$ cat src/rtl/axi_rd_sequencer.sv
// axi_rd_sequencer
//   Front-end of the AXI read master. Accepts one job (start address, beat
//   count), cuts it into bursts of at most MAX_BURST beats that never cross a
//   4 KB page, and requests them on the master's local port. In parallel it
//   drains the master's read FIFO into a 4-entry output FIFO and presents the
//   beats as a valid/ready stream.
//
// Ports
//   clk, rst_n                  clock, synchronous active-low reset
//   job_start/addr/beats        job request (ignored while job_busy)
//   job_busy/done/err           job status; done is a 1-cycle pulse, err sticky
//   rd_err                      error flag from the read master
//   lcl_obusy/ostart/oaddr/onum burst request port of the read master
//   lcl_ordy/rden/dv/dout/odone read-FIFO port of the read master
//   o_valid/ready/data/last     output beat stream
//   dbg_state                   current request FSM state (IDLE encodes as 0)
//
// Stream handshake: a beat transfers on a cycle where o_valid and o_ready are
// both 1. Once o_valid is raised, o_valid and o_data hold until that transfer;
// o_valid never depends on o_ready.

module axi_rd_sequencer #(
  parameter int ADDR_WIDTH = 64,
  parameter int DATA_WIDTH = 64,
  parameter int LEN_WIDTH  = 32,
  parameter int MAX_BURST  = 16
) (
  input  logic                  clk,
  input  logic                  rst_n,
  input  logic                  job_start,
  input  logic [ADDR_WIDTH-1:0] job_addr,
  input  logic [LEN_WIDTH-1:0]  job_beats,
  output logic                  job_busy,
  output logic                  job_done,
  output logic                  job_err,
  input  logic                  rd_err,
  input  logic                  lcl_obusy,
  output logic                  lcl_ostart,
  output logic [ADDR_WIDTH-1:0] lcl_oaddr,
  output logic [7:0]            lcl_onum,
  input  logic                  lcl_ordy,
  output logic                  lcl_rden,
  input  logic                  lcl_dv,
  input  logic [DATA_WIDTH-1:0] lcl_dout,
  input  logic                  lcl_odone,
  output logic                  o_valid,
  input  logic                  o_ready,
  output logic [DATA_WIDTH-1:0] o_data,
  output logic                  o_last,
  output logic [2:0]            dbg_state
);

  localparam int BPB     = DATA_WIDTH / 8;
  localparam int BPB_LOG = $clog2(BPB);
  // Width wide enough for both the remaining-beat count and the page room.
  localparam int CW      = (LEN_WIDTH > 13) ? LEN_WIDTH : 13;

  typedef enum logic [2:0] {
    S_IDLE  = 3'd0,
    S_CALC  = 3'd1,
    S_ISSUE = 3'd2,
    S_GAP   = 3'd3,
    S_DRAIN = 3'd4
  } state_t;

  state_t                state_q, state_d;
  logic [ADDR_WIDTH-1:0] cur_addr_q, cur_addr_d;
  logic [LEN_WIDTH-1:0]  job_beats_q, job_beats_d;
  logic [LEN_WIDTH-1:0]  remaining_q, remaining_d;  // beats not yet requested as bursts
  logic [LEN_WIDTH-1:0]  rd_cnt_q, rd_cnt_d;        // beats read from the master FIFO
  logic [LEN_WIDTH-1:0]  out_cnt_q, out_cnt_d;      // beats delivered on o_*
  logic [8:0]            burst_n_q, burst_n_d;      // 9 bits so MAX_BURST=256 fits
  logic                  inflight_q, inflight_d;    // rden last cycle, dv due now
  logic                  done_q, done_d;
  logic                  err_q, err_d;
  logic [DATA_WIDTH-1:0] fifo_mem_q [4];
  logic [DATA_WIDTH-1:0] fifo_mem_d [4];
  logic [1:0]            wr_ptr_q, wr_ptr_d;
  logic [1:0]            rd_ptr_q, rd_ptr_d;
  logic [2:0]            fifo_cnt_q, fifo_cnt_d;

  logic [12:0]           page_room;
  logic [CW-1:0]         n_w;
  logic                  credit_ok;
  logic                  push, pop, last_hs;

  // Burst length: limited by what is left, by MAX_BURST and by the beats
  // remaining before the next 4 KB boundary.
  always_comb begin
    page_room = (13'd4096 - {1'b0, cur_addr_q[11:0]}) >> BPB_LOG;
    n_w = CW'(remaining_q);
    if (n_w > CW'(MAX_BURST)) n_w = CW'(MAX_BURST);
    if (n_w > CW'(page_room)) n_w = CW'(page_room);
  end

  assign job_busy   = (state_q != S_IDLE);
  assign job_done   = done_q;
  assign job_err    = err_q;
  assign dbg_state  = state_q;

  assign lcl_ostart = (state_q == S_ISSUE) && !lcl_obusy;
  assign lcl_oaddr  = lcl_ostart ? cur_addr_q : '0;
  assign lcl_onum   = lcl_ostart ? burst_n_q[7:0] : 8'd0;

  // A read issued now lands one cycle later with no way to stall it, so the
  // beat already in flight counts against the free FIFO slots.
  assign credit_ok  = ({1'b0, fifo_cnt_q} + {3'b000, inflight_q}) < 4'd4;
  assign lcl_rden   = job_busy && lcl_ordy && !lcl_odone && credit_ok
                      && (rd_cnt_q < job_beats_q);

  assign o_valid    = (fifo_cnt_q != 3'd0);
  assign o_data     = o_valid ? fifo_mem_q[rd_ptr_q] : '0;
  assign o_last     = o_valid && ((out_cnt_q + LEN_WIDTH'(1)) == job_beats_q);

  assign push       = lcl_dv;
  assign pop        = o_valid && o_ready;
  assign last_hs    = pop && o_last;

  always_comb begin
    state_d     = state_q;
    cur_addr_d  = cur_addr_q;
    job_beats_d = job_beats_q;
    remaining_d = remaining_q;
    rd_cnt_d    = rd_cnt_q;
    out_cnt_d   = out_cnt_q;
    burst_n_d   = burst_n_q;
    inflight_d  = lcl_rden;
    done_d      = 1'b0;
    err_d       = err_q;
    fifo_mem_d  = fifo_mem_q;
    wr_ptr_d    = wr_ptr_q;
    rd_ptr_d    = rd_ptr_q;

    if (lcl_rden) rd_cnt_d = rd_cnt_q + LEN_WIDTH'(1);
    if (push) begin
      fifo_mem_d[wr_ptr_q] = lcl_dout;
      wr_ptr_d             = wr_ptr_q + 2'd1;
    end
    if (pop) begin
      rd_ptr_d  = rd_ptr_q + 2'd1;
      out_cnt_d = out_cnt_q + LEN_WIDTH'(1);
    end
    case ({push, pop})
      2'b10:   fifo_cnt_d = fifo_cnt_q + 3'd1;
      2'b01:   fifo_cnt_d = fifo_cnt_q - 3'd1;
      default: fifo_cnt_d = fifo_cnt_q;
    endcase

    if (job_busy && rd_err) err_d = 1'b1;

    case (state_q)
      S_IDLE: begin
        if (job_start) begin
          err_d = 1'b0;
          if (job_beats == '0) begin
            done_d = 1'b1;
          end else begin
            state_d     = S_CALC;
            cur_addr_d  = job_addr & ~ADDR_WIDTH'(BPB - 1);
            job_beats_d = job_beats;
            remaining_d = job_beats;
            rd_cnt_d    = '0;
            out_cnt_d   = '0;
          end
        end
      end
      S_CALC: begin
        burst_n_d = 9'(n_w);
        state_d   = S_ISSUE;
      end
      S_ISSUE: begin
        if (!lcl_obusy) begin
          cur_addr_d  = cur_addr_q + (ADDR_WIDTH'(burst_n_q) << BPB_LOG);
          remaining_d = remaining_q - LEN_WIDTH'(burst_n_q);
          state_d     = S_GAP;
        end
      end
      // One idle cycle lets the master's registered obusy catch up.
      S_GAP:   state_d = (remaining_q != '0) ? S_CALC : S_DRAIN;
      S_DRAIN: state_d = S_DRAIN;
      default: state_d = S_IDLE;
    endcase

    // The final beat can only leave after every burst was issued, so ending
    // the job here is safe from whichever state the FSM is in.
    if (last_hs) begin
      state_d = S_IDLE;
      done_d  = 1'b1;
    end
  end

  always_ff @(posedge clk) begin
    if (!rst_n) begin
      state_q     <= S_IDLE;
      cur_addr_q  <= '0;
      job_beats_q <= '0;
      remaining_q <= '0;
      rd_cnt_q    <= '0;
      out_cnt_q   <= '0;
      burst_n_q   <= '0;
      inflight_q  <= 1'b0;
      done_q      <= 1'b0;
      err_q       <= 1'b0;
      fifo_mem_q  <= '{default: '0};
      wr_ptr_q    <= '0;
      rd_ptr_q    <= '0;
      fifo_cnt_q  <= '0;
    end else begin
      state_q     <= state_d;
      cur_addr_q  <= cur_addr_d;
      job_beats_q <= job_beats_d;
      remaining_q <= remaining_d;
      rd_cnt_q    <= rd_cnt_d;
      out_cnt_q   <= out_cnt_d;
      burst_n_q   <= burst_n_d;
      inflight_q  <= inflight_d;
      done_q      <= done_d;
      err_q       <= err_d;
      fifo_mem_q  <= fifo_mem_d;
      wr_ptr_q    <= wr_ptr_d;
      rd_ptr_q    <= rd_ptr_d;
      fifo_cnt_q  <= fifo_cnt_d;
    end
  end

  // Read data arriving into a full FIFO means the credit logic is broken.
  a_no_overflow: assert property (@(posedge clk) disable iff (!rst_n)
    lcl_dv |-> (fifo_cnt_q != 3'd4));

endmodule

$ cat config.mk
export PLATFORM = sky130hd
export DESIGN_NAME = axi_rd_sequencer
export DESIGN_NICKNAME = d
export VERILOG_FILES = /design/src/rtl/axi_rd_sequencer.sv
export SDC_FILE = /design/constraint.sdc
export NUM_CORES = 1
export LEC_CHECK = 0
export BUFFER_PORTS_ARGS = -buffer_cell sky130_fd_sc_hd__buf_2
export CORE_MARGIN = 1.5
export CORE_UTILIZATION = 62
export CTS_CLUSTER_SIZE = 28
export DETAILED_ROUTE_END_ITERATION = 16
export PLACE_DENSITY_LB_ADDON = 0.05
export SLEW_MARGIN = 5
export SYNTH_ARGS = -nofsm -noshare
export SYNTH_HDL_FRONTEND = slang
export SYNTH_SLANG_ARGS = --single-unit
$ cat constraint.sdc
create_clock -name clk -period 12.5 [get_ports clk]
set_clock_uncertainty 0.1 [all_clocks]
set_input_delay 0.625 -clock clk [delete_from_list [all_inputs] [get_ports clk]]
set_output_delay 0.625 -clock clk [all_outputs]
set_load 0.005 [all_outputs]
# Yosys cells after proc, flatten, opt, wreduce, memory -nomap -nowiden
# Index checks and enable logic that the tools add are counted.
# totals
regBits	470
in_bits	169
output_inout_bits	146
word_cells	111
# classes
n_addsub	10
order_cmp	7
eq_ne	10
n_mux	40
bitwise_logic	4
n_reduce_logical	23
# op_table
op	n
64-bit 2-to-1 mux	8
32-bit 2-to-1 mux	12
256-bit bitwise mux	1
64-bit binary-select mux with 2-bit select	1
64-bit demux with 2-bit select	1
64-bit case mux with 2 select lines	1
32-bit by 1-bit adder with 32-bit output, second input constant	2
64-bit by 12-bit adder with 64-bit output	1
32-bit case mux with 2 select lines	1
32-bit == test	1
32-bit by 10-bit greater-than comparator with 1-bit output	1
32-bit by 5-bit greater-than comparator with 1-bit output, second input constant	1
32-bit logical NOT	1
32-bit < comparator	1
32-bit nonzero test	1
32-bit by 9-bit subtractor with 32-bit output	1
3-bit case mux with 5 select lines	1
13-bit by 12-bit subtractor with 13-bit output, first input constant	1
3-bit 2-to-1 mux	4
1-bit logical AND	10
9-bit 2-to-1 mux	1
8-bit 2-to-1 mux	1
1-bit 2-to-1 mux	7
3-bit by 2-bit == test with 1-bit output, second input constant	2
other kinds (22)	32

# Longest topological paths before layout
# Gate-level depths: netlist of run 1.
# logic_depth
depth_word	9
mapped_depth	16
depth_no_buf	15

# Least setup slack after synthesis of run 1
# OpenSTA, ideal clock, no wires.
# synth_path
path_type	register to register
from	register remaining_q[23]
to	register burst_n_q[1]
setup_ps	150
t_arrival_ps	3758
required_ps	12250
slack_ps	8492
path_stages_with_launch	16
n_path_buf	1
synth_period_minus_slack_ps	4008
cell_sequence	dfxtp_1 or4_1 nor4b_2 nor4b_2 nand4_1 nor3_1 ha_1 nor2b_1 o21a_1 o21a_1 o21a_1 o21a_1 o31ai_1 clkbuf_1 mux2i_1 a21oi_1
# synth_between
elab_chain_len	4
# synth_rtl
item	line	text
start, declared	69	logic [LEN_WIDTH-1:0] remaining_q, remaining_d;
start signal, assigned	212	remaining_q <= remaining_d;
32-bit by 5-bit greater-than comparator with 1-bit output	92	if (n_w > CW'(MAX_BURST)) n_w = CW'(MAX_BURST);
32-bit 2-to-1 mux *	92	
32-bit by 10-bit greater-than comparator with 1-bit output	93	if (n_w > CW'(page_room)) n_w = CW'(page_room);
9-bit 2-to-1 mux *	93	
end signal, assigned	215	burst_n_q <= burst_n_d;
end, declared	72	logic [8:0] burst_n_q, burst_n_d;
# Mark *: on every way between the ends. The rest lies on a longest branch, timed or not.
# A chain may end at the register's enable or synchronous reset.

# Worst setup path after layout of run 1
# layout_path
from	register remaining_q[23]
to	register burst_n_q[0]
# The elaborated chain is that of the path after synthesis.

==> results.sh, run 1 <==
export IMPL_area_growth_pct=13.4
export IMPL_antenna_found_initial=14
export IMPL_fp_dieArea_um2=40600
export IMPL_initial_core_util_pct=63.1
export IMPL_core_um2=38700
export IMPL_place_congestion=0.935
export IMPL_port_buffers=308
export IMPL_layout_drive_gt1_share_pct=15.9
export IMPL_cts_resized=0
export IMPL_yosysSeqAreaShare_pct=38.3
export IMPL_crit_buf_inv=0
export IMPL_irDropWorstVdd_mv=0.109
export IMPL_setup_viol=0
export IMPL_power_leakage_nw=10.7
export IMPL_ys_warn_count=0
export IMPL_clockRootBuffer="clkbuf_16"
export IMPL_crit_type="register to register"
export IMPL_final_util_pct=71.5
export IMPL_slowest_stage="or4_1"
export IMPL_htree_levels=2
export IMPL_status="completed"
export IMPL_cpPeakStageDelay_ns=0.64
export IMPL_cts_tree="done"
export IMPL_required_ns=12.92
export IMPL_synth_edf_count=0
export IMPL_crit_fanout=12
export IMPL_fp_dieW_um=201
export IMPL_worstPathArrival_ns=5.33
export IMPL_synth_seq_cells=467
export IMPL_grt_pass1_vias=22800
export IMPL_cts_sinks=467
export IMPL_critPathTopFamily="simple AND/OR/NAND/NOR gates"
export IMPL_drt_wirelength_per_cell_um=19.1
export IMPL_worstHoldPathType="input pin to register"
export IMPL_drv_cap=0
export IMPL_syn_inst=3097
export IMPL_die_y_um=201
export IMPL_finalMaxSlewViolations=0
export IMPL_synth_area_leaders="dfxtp_1 (38%), nand2_1 (11%), a21oi_1 (7.9%)"
export IMPL_numCtsBuffers=49
export IMPL_period_minus_slack_ns=4.91
export IMPL_grt_pass1_wl_mm=116
export IMPL_nNetsFinal=3502
export IMPL_rsz0062_at_grt="no"
export IMPL_power_density_nw_per_um2=147
export IMPL_fin_crit_sh_pct=39.3
export IMPL_setup_tns_ns=0
export IMPL_cp_start_kind="register"
export IMPL_post_cts_buffers=0
export IMPL_worstSetupEndpointType="register"
export IMPL_worst_pin_slew_ns=1.13
export IMPL_dr_pass1_iters=8
export IMPL_clk_pin_slew_ns=0.06
export IMPL_synth_area_leader_cell="dfxtp_1"
export IMPL_clockBufferDepth=3
export IMPL_ys_flop_type="dfxtp_1"
export IMPL_insertion_delay_ns=0.60
export IMPL_ioPinCount=315
export IMPL_crit_chain="or4_1 -> nor4b_2 -> nor4b_2 -> nand4_1 -> nor3_1 -> ha_1 -> nor2b_1 -> o21a_1 -> o21a_1 -> o21a_1 -> o21a_1 -> o31ai_2 -> mux2_2 -> a21oi_1"
export IMPL_drtIter0Drc=2094
export IMPL_async_flop_share_pct=0
export IMPL_vias=23700
export IMPL_final_antenna_net_count=0
export IMPL_hold_violations=0
export IMPL_fmax_ghz=0.203
export IMPL_synthDominantCellAreaShare_pct=38.3
export IMPL_drc_errors=0
export IMPL_totalWireLength_mm=73.0
export IMPL_grtUsageTotal_pct=34.9
export IMPL_synth_cell_types=83
export IMPL_slew_headroom_pct=24.9
export IMPL_grt_overflow_total=0
export IMPL_place_hpwl_mm=45.7
export IMPL_post_synth_cell_area_avg_um2=7.89
export IMPL_postCtsHoldBufs=0
export IMPL_via_per_inst=6.20
export IMPL_crit_path_frequent_cell="o21a_1"
export IMPL_syn_area_um2=24400
export IMPL_rows=72
export IMPL_grt_max_degree=173
worst min-delay path, delay by kind of cell:
family                 cells  cell delay (ns)
AND/OR/NAND/NOR            1             0.05
buffers and inverters      1             0.12
AO/OA/AOI/OAI              1             0.05
cell usage in the layout, fill, tap and decap left out, drive strengths merged, types with 55 or more instances in the layout:
| cell | Yosys | layout |
|---|---|---|
| nand2 | 696 | 696 |
| dfxtp | 467 | 467 |
| a21oi | 386 | 386 |
| buf | 36 | 328 |
| nor2 | 177 | 177 |
| o21ai | 130 | 130 |
| and2 | 87 | 87 |
| inv | 86 | 86 |
| clkbuf | 185 | 73 |
| and3 | 71 | 71 |
| ha | 68 | 68 |
| mux4 | 64 | 64 |
| nor3 | 55 | 55 |
metal layers:
layer  wire length (um)  up-vias  global-route usage, %
li1                   -    11200                      -
met1              30700    11300                   45.5
met2              33700     1047                   56.9
met3               5850      173                   6.35
met4               2810        4                   15.2
met5                 28        -                      0
flip-flops by register name (all words and copies together), names as in the netlist:
| name | cells |
|---|---|
| inflight_q | 1 |
| rd_cnt_q | 32 |
| out_cnt_q | 32 |
| rd_ptr_q | 2 |
| job_done | 1 |
| fifo_cnt_q | 3 |
| job_err | 1 |
| wr_ptr_q | 2 |
| job_beats_q | 32 |
| cur_addr_q | 61 |
| fifo_mem_q | 256 |
| burst_n_q | 9 |
| dbg_state | 3 |
| remaining_q | 32 |
logic make-up (layout without fill, tap and decap cells):
kind of cell | Yosys count | after routing | synth area share, %
compound gates | 749 | 749 | 18.3
xor+xnor | 89 | 89 | 3.19
fa+ha+maj | 71 | 71 | 3.73
buf+inv | 307 | 498 | 4.83
flops | 467 | 467 | 38.3
mux | 76 | 76 | 6.40
other cells | 1 | 20 | 0.0154
simple gates | 1337 | 1337 | 25.3
final cells by class:
type,instances,area [um^2]
fillers,3165,11000
flip-flops and latches,467,9360
multi-input cells,2330,14000
repair buffers,328,1690
diodes,12,30.0
well taps,518,648
clock buffers,73,1480
inverters,86,330
clock inverters,11,171
metrics by stage:
stage	area [um^2]	power, mW	std cells	setup WS, ns	hold WS (ns)
after CTS	27700	4.07	3813	7.32	0.163
final	27700	4.07	3825	7.59	0.191
after global routing	27700	4.24	3825	7.27	0.194
after detailed placement	26000	2.58	3729	7.36	0.345
after global placement	26000	2.56	3729	7.40	0.338
after floorplan	24500	2.29	3104	8.49	0.333
report_power, final:
group	internal, mW	total, mW	leakage (nW)	switching [mW]
Sequential	1.58	1.68	3.81	0.0968
Combinational	0.330	0.891	6.05	0.561
Clock	0.894	1.50	0.807	0.609
Total	2.81	4.07	10.7	1.27
cells in the mapped netlist (all sizes together) (52+ instances only):
cell and count:
nand3 52, dfxtp 467, a21oi 386, nor2 177, inv 86, o21ai 130, and3 71, nand2 696
ha 68, nor3 55, and2 87, clkbuf 185, mux4 64
path summary, 6_finish.rpt:
kind / start / endpoint / slack, ns / cells after the start
setup / recovery: remaining_q[23] / burst_n_q[0] / 7.59 / 14
hold / removal: job_beats[25] / job_beats_q[25] / 0.19 / 3
setup reg to reg: remaining_q[23] / burst_n_q[0] / 7.59 / 14
hold reg to reg: fifo_mem_q[132] / fifo_mem_q[132] / 0.35 / 2
Note: power is estimated with default switching activity, not from simulation.
==> run 2: changes to the inputs <==
CORE_UTILIZATION = 59   (was 62)
clock period = 4.55 ns   (was 12.5 ns; I/O delays follow)
==> results.sh, run 2 (synthesis gave the netlist of run 1 again) <==
export IMPL_status="completed"
export IMPL_ioPinCount=315
export IMPL_power_leakage_nw=11.4
export IMPL_worstPathArrival_ns=4.72
export IMPL_numCtsBuffers=51
export IMPL_cp_start_kind="register"
export IMPL_initial_core_util_pct=59.8
export IMPL_clockBufferDepth=3
export IMPL_fmax_ghz=0.233
export IMPL_r2r_slack_ns=0.26
export IMPL_rows=74
export IMPL_grtUsageTotal_pct=34.6
export IMPL_top_register="fifo_mem_q"
export IMPL_vias=24400
export IMPL_slowest_stage="or4_1"
export IMPL_drt_wirelength_per_cell_um=19.0
export IMPL_hold_violations=0
export IMPL_antenna_found_initial=5
export IMPL_final_util_pct=72.0
export IMPL_total_power_mw=11.3
export IMPL_fp_dieArea_um2=42600
export IMPL_cpPeakStageDelay_ns=0.63
export IMPL_period_minus_slack_ns=4.29
export IMPL_drc_errors=0
export IMPL_grt_pass1_wl_mm=119
export IMPL_cts_tree="done"
export IMPL_htree_levels=2
export IMPL_nNetsFinal=3673
export IMPL_crit_path_frequent_cell="o21a_1"
export IMPL_drv_cap=0
export IMPL_dr_pass1_iters=6
export IMPL_largest_reg_flops=256
export IMPL_irDropWorstVdd_mv=0.273
export IMPL_clk_pin_slew_ns=0.06
export IMPL_port_buffers=308
export IMPL_critPathTopFamily="simple AND/OR/NAND/NOR gates"
export IMPL_via_per_inst=6.09
export IMPL_final_cell_mix="nand2_1 (688), dfxtp_1 (464), a21oi_1 (386)"
export IMPL_required_ns=4.98
export IMPL_crit_buf_inv=1
export IMPL_place_congestion=0.901
export IMPL_setup_tns_ns=0
export IMPL_setup_viol=0
export IMPL_place_hpwl_mm=47.7
export IMPL_crit_fanout=12
export IMPL_totalWireLength_mm=76.1
export IMPL_die_y_um=206
export IMPL_layout_drive_gt1_share_pct=15.3
export IMPL_fill_cells=3244
export IMPL_place_worst_setup_slack_ns=0.196
export IMPL_layout_setup_ws_ns=0.264
export IMPL_final_antenna_net_count=0
export IMPL_crit_chain="or4_1 -> nor4b_2 -> nor4b_4 -> nand4_1 -> nor3_2 -> ha_1 -> nor2b_1 -> o21a_1 -> o21a_1 -> o21a_1 -> o21a_1 -> o31ai_1 -> buf_4 -> mux2_2 -> a21oi_1"
export IMPL_grt_overflow_total=0
export IMPL_layout_commonest_cell="nand2_1"
export IMPL_drtIter0Drc=2013
export IMPL_area_growth_pct=20.3
export IMPL_top_regs="fifo_mem_q: 256 flops, cur_addr_q: 61 flops"
export IMPL_finalMaxSlewViolations=0
export IMPL_grt_pass1_vias=23200
export IMPL_cts_sinks=467
export IMPL_worst_pin_slew_ns=1.11
export IMPL_worstSetupEndpointType="register"
export IMPL_final_design_area_no_fill_um2=29400
export IMPL_slew_headroom_pct=25.8
export IMPL_crit_type="register to register"
export IMPL_worstHoldPathType="input pin to register"
export IMPL_clockRootBuffer="clkbuf_16"
export IMPL_insertion_delay_ns=0.62
export IMPL_placed_area_um2=26100
export IMPL_core_um2=40800
export IMPL_power_density_nw_per_um2=384
export IMPL_grt_max_degree=128
export IMPL_fin_crit_sh_pct=94.2
export IMPL_fp_dieW_um=206
==> run 2: cell count changes in the layout (fill, tap and decap cells not counted), sizes merged <==
cell,before,now
clkbuf,73,85
diode,12,4
clkinv,5,9
dlygate4sd3,0,159
clkinvlp,2,0
buf,328,338
bufinv,4,0
==> run 2: stage by stage <==
step	std cells	hold slack (ns)
2_1_floorplan	3104	0.263
3_3_place_gp	3752	0.338
3_5_place_dp	3752	0.343
4_1_cts	4005	0.0171
5_1_grt	4009	0.0140
6_report	4010	0.0273
==> run 2: what timing repair did <==
item / in CTS / in global routing
gates resized for setup: 0 / 2
hold buffers: 159 / 0
endpoints found under the hold margin: 375 / 0
buffers inserted: 0 / 1
setup endpoints to repair: 0 / 5
==> run 2: final timing paths <==
check	start	to	depth (start not counted)
worst min-delay path	job_addr[28]	cur_addr_q[28]	4
worst min register to register	fifo_mem_q[207]	fifo_mem_q[207]	2
worst max register to register	remaining_q[23]	burst_n_q[0]	15
worst max-delay path	remaining_q[23]	burst_n_q[0]	15
==> run 2: power breakdown <==
part | switching, mW | internal, mW | leakage [nW] | total [mW]
sequential | 0.291 | 4.35 | 3.81 | 4.64
clock | 1.73 | 2.32 | 0.806 | 4.05
combinational | 1.57 | 1.01 | 6.77 | 2.58
==> run 2: layer usage <==
| layer | global-route usage [%] | part of all wire [%] | vias up |
|---|---|---|---|
| li1 | - | - | 11600 |
| met1 | 45.2 | 42 | 11600 |
| met2 | 56.2 | 47 | 1070 |
| met3 | 6.35 | 7.5 | 200 |
| met4 | 14.1 | 3.5 | 2 |
| met5 | 0 | 0.017 | - |
==> run 2: cell type report <==
cell class / count / area, um^2 / share of cell area [%]
antenna: 4 / 10.0 / 0.0341
clock buffer: 85 / 1540 / 5.25
clock inverter: 9 / 106 / 0.362
inverter: 86 / 330 / 1.12
multi-input combinational: 2330 / 14000 / 47.7
sequential: 467 / 9360 / 31.8
tap: 532 / 666 / 2.26
timing repair buffer: 497 / 3370 / 11.5
==> run 2: tightest hold or removal path: stages <==
cell      delay, ns
buf_2          0.10
nor3_1         0.18
a211o_1        0.13
a211oi_1       0.04
